### config.mk
export PLATFORM = sky130hd
export DESIGN_NAME = mmu_seq_flat
export DESIGN_NICKNAME = d
export VERILOG_FILES = /design/src/rtl/mmu_seq_if.sv /design/src/rtl/mmu_seq.sv /design/src/flat_wrapper.sv
export SDC_FILE = /design/constraint.sdc
export NUM_CORES = 1
export LEC_CHECK = 0
export BUFFER_PORTS_ARGS = -buffer_cell sky130_fd_sc_hd__buf_2
export CORE_MARGIN = 3
export CORE_UTILIZATION = 55
export DETAILED_ROUTE_END_ITERATION = 16
export GPL_ROUTABILITY_DRIVEN = 0
export PLACE_DENSITY = 0.81
export SYNTH_ARGS = -nofsm -noshare
export SYNTH_HDL_FRONTEND = slang
export SYNTH_SLANG_ARGS = --single-unit
### constraint.sdc
create_clock -name clk -period 2.1 [get_ports clk]
set_input_delay 0 -clock clk [delete_from_list [all_inputs] [get_ports clk]]
set_output_delay 0 -clock clk [all_outputs]
set_load 0.01 [all_outputs]
### src/rtl/mmu_seq_if.sv
`default_nettype none
// ============================================================================
// Module      : mmu_seq_if
// Description : Command, MMU handshake and status bundle for the MMU sequencer.
// Revision    : 1.0 - initial release
// ============================================================================
interface mmu_seq_if #(
  parameter int OUT_FIFO_DEPTH = 8
) ();
  localparam int PW = $clog2(OUT_FIFO_DEPTH + 1);

  logic          cmd_valid;
  logic          cmd_ready;
  logic [1:0]    cmd_op;
  logic          weight_ld_rdy;
  logic          weight_ld_start;
  logic          weight_ld_done;
  logic          weight_swap;
  logic          mult_rdy;
  logic          mult_start;
  logic          mult_done;
  logic          acc_pop;
  logic          busy;
  logic          staged;
  logic [PW-1:0] pending;
  logic          err;
  logic [1:0]    err_code;
  logic          err_clr;

  // master is the sequencer side, slave is the command source / MMU side
  modport master (
    input  cmd_valid, cmd_op, weight_ld_rdy, weight_ld_done, mult_rdy,
           mult_done, acc_pop, err_clr,
    output cmd_ready, weight_ld_start, weight_swap, mult_start, busy,
           staged, pending, err, err_code
  );

  modport slave (
    output cmd_valid, cmd_op, weight_ld_rdy, weight_ld_done, mult_rdy,
           mult_done, acc_pop, err_clr,
    input  cmd_ready, weight_ld_start, weight_swap, mult_start, busy,
           staged, pending, err, err_code
  );
endinterface
`default_nettype wire

### src/rtl/mmu_seq.sv
`default_nettype none
// ============================================================================
// Module      : mmu_seq
// Description : Command sequencer for an MMU: weight load/swap, multiply with
//               result-credit tracking, wait timeouts and sticky error status.
// Revision    : 1.0 - initial release
// ============================================================================
module mmu_seq #(
  parameter int OUT_FIFO_DEPTH = 8,
  parameter int TIMEOUT        = 1024
) (
  input  logic      clk,
  input  logic      rst_n,
  mmu_seq_if.master bus
);
  localparam int PW = $clog2(OUT_FIFO_DEPTH + 1);
  localparam int WW = $clog2(TIMEOUT + 1);
  localparam logic [PW-1:0] c_DEPTH     = PW'(OUT_FIFO_DEPTH);
  localparam logic [WW-1:0] c_WAIT_LAST = WW'(TIMEOUT - 1);

  typedef enum logic [2:0] {
    S_IDLE     = 3'd0,
    S_LD_REQ   = 3'd1,
    S_LD_WAIT  = 3'd2,
    S_SWAP     = 3'd3,
    S_MUL_REQ  = 3'd4,
    S_MUL_WAIT = 3'd5
  } state_t;

  state_t        state_q, state_d;
  logic [WW-1:0] wait_q, wait_d;
  logic          staged_q, staged_d;
  logic [PW-1:0] pending_q, pending_d;
  logic          err_q, err_d;
  logic [1:0]    err_code_q, err_code_d;
  logic          w_raise;
  logic [1:0]    w_raise_code;

  always_ff @(posedge clk or negedge rst_n) begin
    if (!rst_n) begin
      state_q    <= S_IDLE;
      wait_q     <= '0;
      staged_q   <= 1'b0;
      pending_q  <= '0;
      err_q      <= 1'b0;
      err_code_q <= 2'd0;
    end else begin
      state_q    <= state_d;
      wait_q     <= wait_d;
      staged_q   <= staged_d;
      pending_q  <= pending_d;
      err_q      <= err_d;
      err_code_q <= err_code_d;
    end
  end

  always_comb begin
    state_d             = state_q;
    wait_d              = wait_q;
    staged_d            = staged_q;
    bus.cmd_ready       = 1'b0;
    bus.busy            = 1'b1;
    bus.weight_ld_start = 1'b0;
    bus.weight_swap     = 1'b0;
    bus.mult_start      = 1'b0;
    w_raise             = 1'b0;
    w_raise_code        = 2'd0;
    case (state_q)
      S_IDLE: begin
        bus.cmd_ready = 1'b1;
        bus.busy      = 1'b0;
        if (bus.cmd_valid) begin
          case (bus.cmd_op)
            2'd1:    state_d = S_LD_REQ;
            2'd2:    state_d = S_SWAP;
            2'd3:    state_d = S_MUL_REQ;
            default: state_d = S_IDLE;
          endcase
        end
      end
      S_LD_REQ: begin
        if (bus.weight_ld_rdy) begin
          bus.weight_ld_start = 1'b1;
          wait_d              = '0;
          state_d             = S_LD_WAIT;
        end
      end
      S_LD_WAIT: begin
        // a done in the last wait cycle still counts as success
        if (bus.weight_ld_done) begin
          staged_d = 1'b1;
          state_d  = S_IDLE;
        end else if (wait_q == c_WAIT_LAST) begin
          w_raise      = 1'b1;
          w_raise_code = 2'd2;
          state_d      = S_IDLE;
        end else begin
          wait_d = wait_q + WW'(1);
        end
      end
      S_SWAP: begin
        bus.weight_swap = staged_q;
        if (!staged_q) begin
          w_raise      = 1'b1;
          w_raise_code = 2'd1;
        end
        staged_d = 1'b0;
        state_d  = S_IDLE;
      end
      S_MUL_REQ: begin
        if (bus.mult_rdy && (pending_q < c_DEPTH)) begin
          bus.mult_start = 1'b1;
          wait_d         = '0;
          state_d        = S_MUL_WAIT;
        end
      end
      S_MUL_WAIT: begin
        if (bus.mult_done) begin
          state_d = S_IDLE;
        end else if (wait_q == c_WAIT_LAST) begin
          w_raise      = 1'b1;
          w_raise_code = 2'd3;
          state_d      = S_IDLE;
        end else begin
          wait_d = wait_q + WW'(1);
        end
      end
      default: state_d = S_IDLE;
    endcase
  end

  // result credits track every mult_done, whatever state the FSM is in
  always_comb begin
    pending_d = pending_q;
    if (bus.mult_done && !bus.acc_pop) begin
      if (pending_q != c_DEPTH) pending_d = pending_q + PW'(1);
    end else if (!bus.mult_done && bus.acc_pop && (pending_q != '0)) begin
      pending_d = pending_q - PW'(1);
    end
  end

  always_comb begin
    err_d      = err_q;
    err_code_d = err_code_q;
    if (bus.err_clr) begin
      err_d      = 1'b0;
      err_code_d = 2'd0;
    end
    // first error is kept; a clear in the same cycle lets the new one in
    if (w_raise) begin
      err_d = 1'b1;
      if (!err_q || bus.err_clr) err_code_d = w_raise_code;
    end
  end

  assign bus.staged   = staged_q;
  assign bus.pending  = pending_q;
  assign bus.err      = err_q;
  assign bus.err_code = err_code_q;
endmodule
`default_nettype wire
### src/flat_wrapper.sv
// flat-port wrapper written by rule: the top's interface ports become plain ports
module mmu_seq_flat 
#(
  parameter int OUT_FIFO_DEPTH = 8,
  parameter int TIMEOUT        = 1024
)
  (clk, rst_n, bus_cmd_valid, bus_cmd_op, bus_weight_ld_rdy, bus_weight_ld_done, bus_mult_rdy, bus_mult_done, bus_acc_pop, bus_err_clr, bus_cmd_ready, bus_weight_ld_start, bus_weight_swap, bus_mult_start, bus_busy, bus_staged, bus_pending, bus_err, bus_err_code);
  mmu_seq_if #(.OUT_FIFO_DEPTH(OUT_FIFO_DEPTH)) bus_i ();
  input  logic clk;
  input  logic rst_n;
  input wire logic [$bits(bus_i.cmd_valid)-1:0] bus_cmd_valid;
  input wire logic [$bits(bus_i.cmd_op)-1:0] bus_cmd_op;
  input wire logic [$bits(bus_i.weight_ld_rdy)-1:0] bus_weight_ld_rdy;
  input wire logic [$bits(bus_i.weight_ld_done)-1:0] bus_weight_ld_done;
  input wire logic [$bits(bus_i.mult_rdy)-1:0] bus_mult_rdy;
  input wire logic [$bits(bus_i.mult_done)-1:0] bus_mult_done;
  input wire logic [$bits(bus_i.acc_pop)-1:0] bus_acc_pop;
  input wire logic [$bits(bus_i.err_clr)-1:0] bus_err_clr;
  output wire logic [$bits(bus_i.cmd_ready)-1:0] bus_cmd_ready;
  output wire logic [$bits(bus_i.weight_ld_start)-1:0] bus_weight_ld_start;
  output wire logic [$bits(bus_i.weight_swap)-1:0] bus_weight_swap;
  output wire logic [$bits(bus_i.mult_start)-1:0] bus_mult_start;
  output wire logic [$bits(bus_i.busy)-1:0] bus_busy;
  output wire logic [$bits(bus_i.staged)-1:0] bus_staged;
  output wire logic [$bits(bus_i.pending)-1:0] bus_pending;
  output wire logic [$bits(bus_i.err)-1:0] bus_err;
  output wire logic [$bits(bus_i.err_code)-1:0] bus_err_code;
  assign bus_i.cmd_valid = bus_cmd_valid;
  assign bus_i.cmd_op = bus_cmd_op;
  assign bus_i.weight_ld_rdy = bus_weight_ld_rdy;
  assign bus_i.weight_ld_done = bus_weight_ld_done;
  assign bus_i.mult_rdy = bus_mult_rdy;
  assign bus_i.mult_done = bus_mult_done;
  assign bus_i.acc_pop = bus_acc_pop;
  assign bus_i.err_clr = bus_err_clr;
  assign bus_cmd_ready = bus_i.cmd_ready;
  assign bus_weight_ld_start = bus_i.weight_ld_start;
  assign bus_weight_swap = bus_i.weight_swap;
  assign bus_mult_start = bus_i.mult_start;
  assign bus_busy = bus_i.busy;
  assign bus_staged = bus_i.staged;
  assign bus_pending = bus_i.pending;
  assign bus_err = bus_i.err;
  assign bus_err_code = bus_i.err_code;
  mmu_seq #(.OUT_FIFO_DEPTH(OUT_FIFO_DEPTH), .TIMEOUT(TIMEOUT)) u_core (.clk(clk), .rst_n(rst_n), .bus(bus_i));
endmodule
# == Word-level counts from Yosys, hierarchy flattened ==
# Index checks and enable logic that the tools add are counted.
# word_totals
register_bits,22
in_bits,11
output_inout_bits,13
elab_cells,87
# op_classes
addsub,3
magnitude_cmp,1
n_eq_ne,17
n_mux,42
reduce_logical,18
# op_table
op,count
11-bit two-way mux,5
11-bit case mux with 4 select lines,1
3-bit two-way mux,6
1-bit two-way mux,15
3-bit case mux with 5 select lines,1
2-bit two-way mux,7
4-bit two-way mux,3
"2-bit != test, second input constant",6
"11-bit by 1-bit adder with 11-bit output, second input constant",1
"11-bit by 10-bit == test with 1-bit output, second input constant",1
3-bit case mux with 3 select lines,1
4-bit nonzero test,2
"3-bit by 2-bit == test with 1-bit output, second input constant",2
"3-bit == test, second input constant",2
2-bit case mux with 3 select lines,1
2-bit nonzero test,3
5-bit AND reduction,1
"4-bit by 1-bit adder with 4-bit output, second input constant",1
"2-bit == test, second input constant",2
1-bit logical AND,4
"4-bit < comparator, second input constant",1
"4-bit != test, second input constant",1
2-bit AND reduction,2
"4-bit by 1-bit subtractor with 4-bit output, second input constant",1
other kinds (9),11

# == Depth between registers and ports, before layout ==
# Gate-level depths: netlist of the first run.
# logic_depth
ltp_word,6
ltp_mapped,7
mapped_depth_nobuf,7

# == Worst setup path after synthesis of the first run ==
# Ideal clock, no wire load.
# synth_path
path_kind,reg-to-reg
startpoint,register u_core.state_q[1]
endpoint,register u_core.wait_q[0]
setup_ns,0.128
arrival_ns,1.790
required_time_ns,1.972
slack_ns,0.182
stages_incl_launch_ff,8
n_path_buf,2
period_less_slack_ns,1.918
cell_sequence,dfrtp_1 -> buf_4 -> nor2b_1 -> mux2i_2 -> and2b_1 -> buf_6 -> nor2_1 -> mux2_1
# synth_between
elab_chain_cells,3
word_cells_on_any_way,11
classes_between,eq/ne (8); mux (1); reduce/logical (2)
# synth_lines
item,line,text
from (decl),mmu_seq.sv:30,"state_t state_q, state_d;"
from (signal assigned),mmu_seq.sv:48,state_q <= state_d;
"3-bit == test, or another cell as far along",mmu_seq.sv:68,case (state_q)
"2-bit by 1-bit != test with 1-bit output (no line), or another cell as far along",-,
5-bit AND reduction (no line),-,
to (signal assigned),mmu_seq.sv:49,wait_q <= wait_d;
to (decl),mmu_seq.sv:31,"logic [WW-1:0] wait_q, wait_d;"
# Several ways; a longest one is shown, not always the timed one.
# A chain may end at the register's enable or synchronous reset.

# == Worst setup path after layout of the first run ==
# layout_path
startpoint,register u_core.state_q[2]
endpoint,register u_core.wait_q[9]
# The elaborated chain is that of the path after synthesis.

==> results of run 1 <==
-- layout make-up --
type | count | area [sq um] | share of cell area
multi-input cells | 115 | 826 | 0.483
flip-flops and latches | 22 | 552 | 0.323
repair buffers | 40 | 253 | 0.148
well taps | 28 | 35.0 | 0.0205
clock buffers | 3 | 22.5 | 0.0132
inverters | 6 | 22.5 | 0.0132
-- flip-flops by register name (all words and copies together), names as in the netlist --
signal	flops
u_core.wait_q	11
u_core.state_q	3
u_core.bus.err_code	2
u_core.bus.pending	4
u_core.bus.err	1
u_core.bus.staged	1
-- cells in the final DEF (no fill, tap or decap), types with 4 or more instances in the layout --
| master | count |
|---|---|
| buf_2 | 23 |
| or4_1 | 6 |
| nor3b_1 | 4 |
| dlygate4sd3_1 | 4 |
| nor2_1 | 12 |
| buf_4 | 13 |
| nand2_1 | 7 |
| and3_1 | 4 |
| o31ai_1 | 5 |
| inv_1 | 6 |
| nor2b_1 | 6 |
| ha_1 | 5 |
| o21ai_0 | 6 |
| nand2b_1 | 4 |
| a21oi_1 | 11 |
| dfrtp_1 | 21 |
-- per-stage QoR --
step	instance area, sq um	setup WS [ns]	utilization	power, uW	hold WS, ns
6_report	1710	0.0470	0.738	1970	0.107
5_1_grt	1710	0.00236	0.738	2130	0.0965
4_1_cts	1670	0.00473	0.720	1890	0.0826
3_5_place_dp	1610	0.0277	0.693	1690	-0.00398
3_3_place_gp	1610	0.136	0.693	1640	-0.0118
2_1_floorplan	1410	0.182	-	1310	-0.296
-- layer usage --
metal,vias to the layer above,GRT usage,routed length [um]
met5,-,0,0
met4,0,0.0847,58
met3,8,0.0598,181
met2,42,0.381,1710
met1,634,0.271,1430
li1,630,-,-
-- critical path, stage by stage, from the launching register on --
cell	delay, ns
dfrtp_1	0.44
buf_4	0.19
and3_1	0.20
o31ai_4	0.28
o21ai_4	0.17
or4_1	0.53
a21oi_1	0.17
-- timing repair --
item / 4_1_cts / 5_1_grt
resized for setup: 0 / 5
hold buffers: 4 / 0
setup buffers: 0 / 2
setup endpoints to repair: 0 / 9
hold endpoints to repair: 25 / 0
-- synth_stat cells, drive strengths merged (2+ instances only) --
library cell  instances
ha                    5
clkbuf                3
mux2i                 2
a21o                  2
a21oi                11
nand2                 7
or3                   2
o31ai                 6
a32o                  2
nor3                  3
o22ai                 3
and3                  4
nor2                 12
a31oi                 2
dfrtp                22
nand2b                4
nor2b                 6
inv                   6
nor3b                 4
buf                   3
or4                   6
nand4                 3
xnor2                 3
nor4                  3
o41ai                 2
o21ai                 7
nand3                 3
mux2                  2
o21a                  3
-- worst paths after layout --
| check | slack, ns | endpoint | from |
|---|---|---|---|
| max | 0.05 | u_core.wait_q[9] | u_core.state_q[2] |
| min | 0.11 | u_core.state_q[2] | bus_mult_rdy |
| max reg2reg | 0.05 | u_core.wait_q[9] | u_core.state_q[2] |
| min reg2reg | 0.53 | u_core.bus.err_code[1] | u_core.bus.err_code[1] |
| max in group asynchronous | 1.55 | u_core.state_q[1] | rst_n |
| min in group asynchronous | 0.17 | u_core.wait_q[5] | rst_n |
-- cells by family after synthesis --
group	count (synthesis)
AO/OA/AOI/OAI	40
XOR/XNOR	4
adder cells (fa/ha/maj)	6
buffers and inverters	12
flip-flops	22
multiplexers	4
AND/OR/NAND/NOR	61
-- power by group through the flow --
stage,Sequential [uW],Combinational (uW),Clock (uW)
after floorplan,658,656,0
after global placement,645,993,0
after detailed placement,656,1030,0
after CTS,650,1040,199
after global routing,675,1240,219
final,653,1120,195
==> flow_summary.ini, run 1 <==
[yosys]
yosysUniqueCellTypes = 44
netlist_instances = 149
yosys_register_bits = 22
synth_nets = 166
synth_area_sq_mm = 0.00141
synth.area.mux_share = 0.0328
synth_edf_count = 0
synthFlopType = dfrtp_1
yosys.area_share.simple = 0.257
yosysSeqAreaShare = 0.390
synth_area_leaders = dfrtp_1, ha_1, a21oi_1
yosysWarnings = 0
synth.largest_area_cell = dfrtp_1
synth_fa_ha_area_frac = 0.0586
synth_xor_area_frac = 0.0248
synth-compound-area-share = 0.195
avgSynthCellArea_sq_um = 9.46
synth_top_family_by_area = simple AND/OR/NAND/NOR gates
async_flop_share = 1.00
yosys.area.top_type_share = 0.390

[timing]
max_freq_mhz = 487
finalClockSkew_ns = 0.00700
slew_headroom = 0.660
hold_viol_final = 0
period_needed_ns = 2.05
maxSlewViolCount = 0
rsz0062_at_grt = no
setup_viol = 0
worst_slew_pin_slew_ns = 0.510
fin_crit_sh = 0.978
setup_tns_ns = 0

[floorplan]
io_pins = 24
num_rows = 17
start_util = 0.608
dieArea_sq_mm = 0.00321
core_sq_mm = 0.00232
die_x_um = 56.6
die_h_um = 56.6

[drt]
drtIter0Drc = 37
via_per_inst = 6.14
routedWlPerCell_um = 15.8
wl_um = 3380
drtAntennaViolNets = 0
drc = 0
vias = 1314
firstDrtPassIters = 6

[placement]
portBuffers = 23
hpwl_um = 2460
dp.cells = 205

[power]
sequentialPowerShare = 0.331
internal_power_uw = 1130
power_density_mw_per_mm2 = 1150
p_sw_frac = 0.427
total_leakage_power_uw = 0.000773
vdd_drop_max_uv = 876
clkPwrFrac = 0.099
p_sw_uw = 842
comb_power_share = 0.570

[grt]
grt_util_all_layers = 0.225
grt_max_degree = 23
antenna_found_initial = 0
grt_pass1_vias = 1256
globalRouteOverflowTotal = 0
grt_pass1_wl_um = 5700

[worst_setup_path]
crit_fanout = 14
worstSetupPathType = reg -> reg
reg2regPathDepth = 6
start_kind = register
critPathCaptureType = register
crit_required_ns = 2.34
arrival_ns = 2.29

[clock_network]
cts_buffers = 3
clock-sinks = 22
clk_latency_ns = 0.32
path_clk_slew_ns = 0.11
clockBufferDepth = 2
root_buffer = clkbuf_4
cts_tree = done
cts.htree.levels = 1

[min_path]
min_path_type = in -> reg
hold_depth = 3

[layout]
fin_cells = 214
final_nets = 205
n_fill_cell = 179
drive_gt1_frac = 0.263
diodes = 0
area_growth_pct = 21.3

[flow_run]
drv_cap = 0

[status]
status = completed
Note: power is estimated with default switching activity, not from simulation.
==> inputs of run 2 (changes only) <==
Settings changed: SETUP_SLACK_MARGIN set to 0.15.
==> run 2 against run 1 <==
Net effect: via count up 9.7%; die area unchanged; first-iteration DRC count up 38%; critical path depth down 1; flip-flop and latch count unchanged; fmax up 1.2%; non-clock buffer count up 8.
==> flow_summary.ini, run 2 (synthesis results as in run 1) <==
[worst_setup_path]
cp-startpoint = u_core.state_q[2]
crit_fanout = 7
reg2reg_to = u_core.wait_q[4]
cp_slowest_cell = or4b_4
critical_path_buf_inv_count = 0
path_cells = or4b_4, o31ai_4, o21ai_4, or4_4, a21oi_2
arrival_ns = 2.28
rr_startpoint = u_core.state_q[2]
worstSetupPathType = reg -> reg
critPathCaptureType = register
cp_top_family = simple AND/OR/NAND/NOR gates
reg2regPathDepth = 5
start_kind = register
endpoint = u_core.wait_q[4]
crit_required_ns = 2.35
worstSetupPathDepth = 5
reg2reg_slack_ns = 0.07
max_stage_delay_ns = 0.58

[timing]
hold_viol_final = 0
setup_viol = 0
slew_headroom = 0.659
period_needed_ns = 2.03
fin_crit_sh = 0.966
setup_tns_ns = 0
rsz0062_at_grt = yes
worst_slew_pin_slew_ns = 0.512
maxSlewViolCount = 0
finalClockSkew_ns = 0.00257
max_freq_mhz = 493

[power]
vdd_drop_max_uv = 840
power_density_mw_per_mm2 = 1200
total_leakage_power_uw = 0.000826
totalPowerFinal_uw = 2230

[min_path]
hold_depth = 3
min_path_type = in -> reg

[clock_network]
clock-sinks = 22
cts_tree = done
clockBufferDepth = 2
clk_latency_ns = 0.31
path_clk_slew_ns = 0.12
cts_buffers = 3
cts.htree.levels = 1
root_buffer = clkbuf_4

[drt]
drtIter0Drc = 51
routedWlPerCell_um = 17.8
via_per_inst = 6.46
vias = 1441
drc = 0
met3_length_um = 318
firstDrtPassIters = 5
top_layer = met4
route.met2.wl_um = 1960
wl_um = 3970
drtAntennaViolNets = 0
met1Wirelength_um = 1550

[layout]
diodes = 0
largest_register = u_core.wait_q
area_growth_pct = 31.5
layout_common_cells = buf_2, dfrtp_1, buf_4, nor2_1, a21oi_1
largest_reg_flops = 11
final_common_cell = buf_2
drive_gt1_frac = 0.354
final_nets = 214
n_fill_cell = 154

[floorplan]
dieArea_sq_mm = 0.00321
core_sq_mm = 0.00232
die_x_um = 56.6
io_pins = 24
num_rows = 17
die_h_um = 56.6
start_util = 0.608

[grt]
globalRouteOverflowTotal = 0
antenna_found_initial = 0
grt_pass1_wl_um = 6530
grt_max_degree = 23
grt_util_all_layers = 0.260
grt_pass1_vias = 1456

[placement]
portBuffers = 23
hpwl_um = 2460

[flow_run]
drv_cap = 0

[status]
status = completed
run 2: cell types whose count changed in the layout (fill, tap and decap cells not counted), sizes merged:
cell	change
buf	+8
o21ai	+1
run 2: worst min-delay path by stage:
stage / from / slack, ns / end
after floorplan: rst_n / -0.30 / u_core.bus.err
after global placement: rst_n / -0.01 / u_core.wait_q[5]
after detailed placement: rst_n / -0.004 / u_core.wait_q[5]
after CTS: bus_mult_rdy / 0.10 / u_core.state_q[2]
after global routing: bus_mult_rdy / 0.14 / u_core.state_q[2]
final: bus_mult_rdy / 0.15 / u_core.state_q[2]
run 2: area by class of cell:
| class | count | area (sq um) | area share |
|---|---|---|---|
| inverters | 6 | 22.5 | 0.0121 |
| well taps | 28 | 35.0 | 0.0189 |
| flip-flops and latches | 22 | 552 | 0.298 |
| repair buffers | 48 | 324 | 0.175 |
| multi-input cells | 116 | 898 | 0.484 |
| clock buffers | 3 | 22.5 | 0.0121 |
run 2: worst reg2reg max path, delay by kind of cell (launching register included):
family / cells / cell delay [ns]
AND/OR/NAND/NOR: 2 / 1.09
flip-flops: 1 / 0.45
AO/OA/AOI/OAI: 3 / 0.43
run 2: metal layers:
metal / global-route usage / vias up
met2: 0.447 / 86
met4: 0.142 / 0
met5: 0 / -
li1: - / 650
met1: 0.296 / 689
met3: 0.0575 / 16
run 2: power by group:
| part | total, uW | internal (uW) | switching (uW) |
|---|---|---|---|
| registers | 652 | 524 | 128 |
| clock network | 194 | 67.2 | 127 |
| logic | 1380 | 669 | 714 |
run 2: timing repair:
action,4_1_cts,5_1_grt
endpoints found under the hold margin,25,0
hold buffers,4,0
endpoints found under the setup margin,9,11
gates resized for setup,13,9
setup buffers,8,2
gates cloned,1,0
pin swaps,8,7
run 2: metrics by stage:
stage / utilization / cells / area (sq um) / hold WS [ns] / setup WS (ns)
after floorplan: - / 149 / 1410 / -0.296 / 0.182
after global placement: 0.693 / 205 / 1610 / -0.0118 / 0.136
after detailed placement: 0.693 / 205 / 1610 / -0.00398 / 0.0277
after CTS: 0.776 / 221 / 1800 / 0.102 / 0.119
after global routing: 0.800 / 223 / 1850 / 0.139 / 0.0347
final: 0.800 / 223 / 1850 / 0.147 / 0.0704
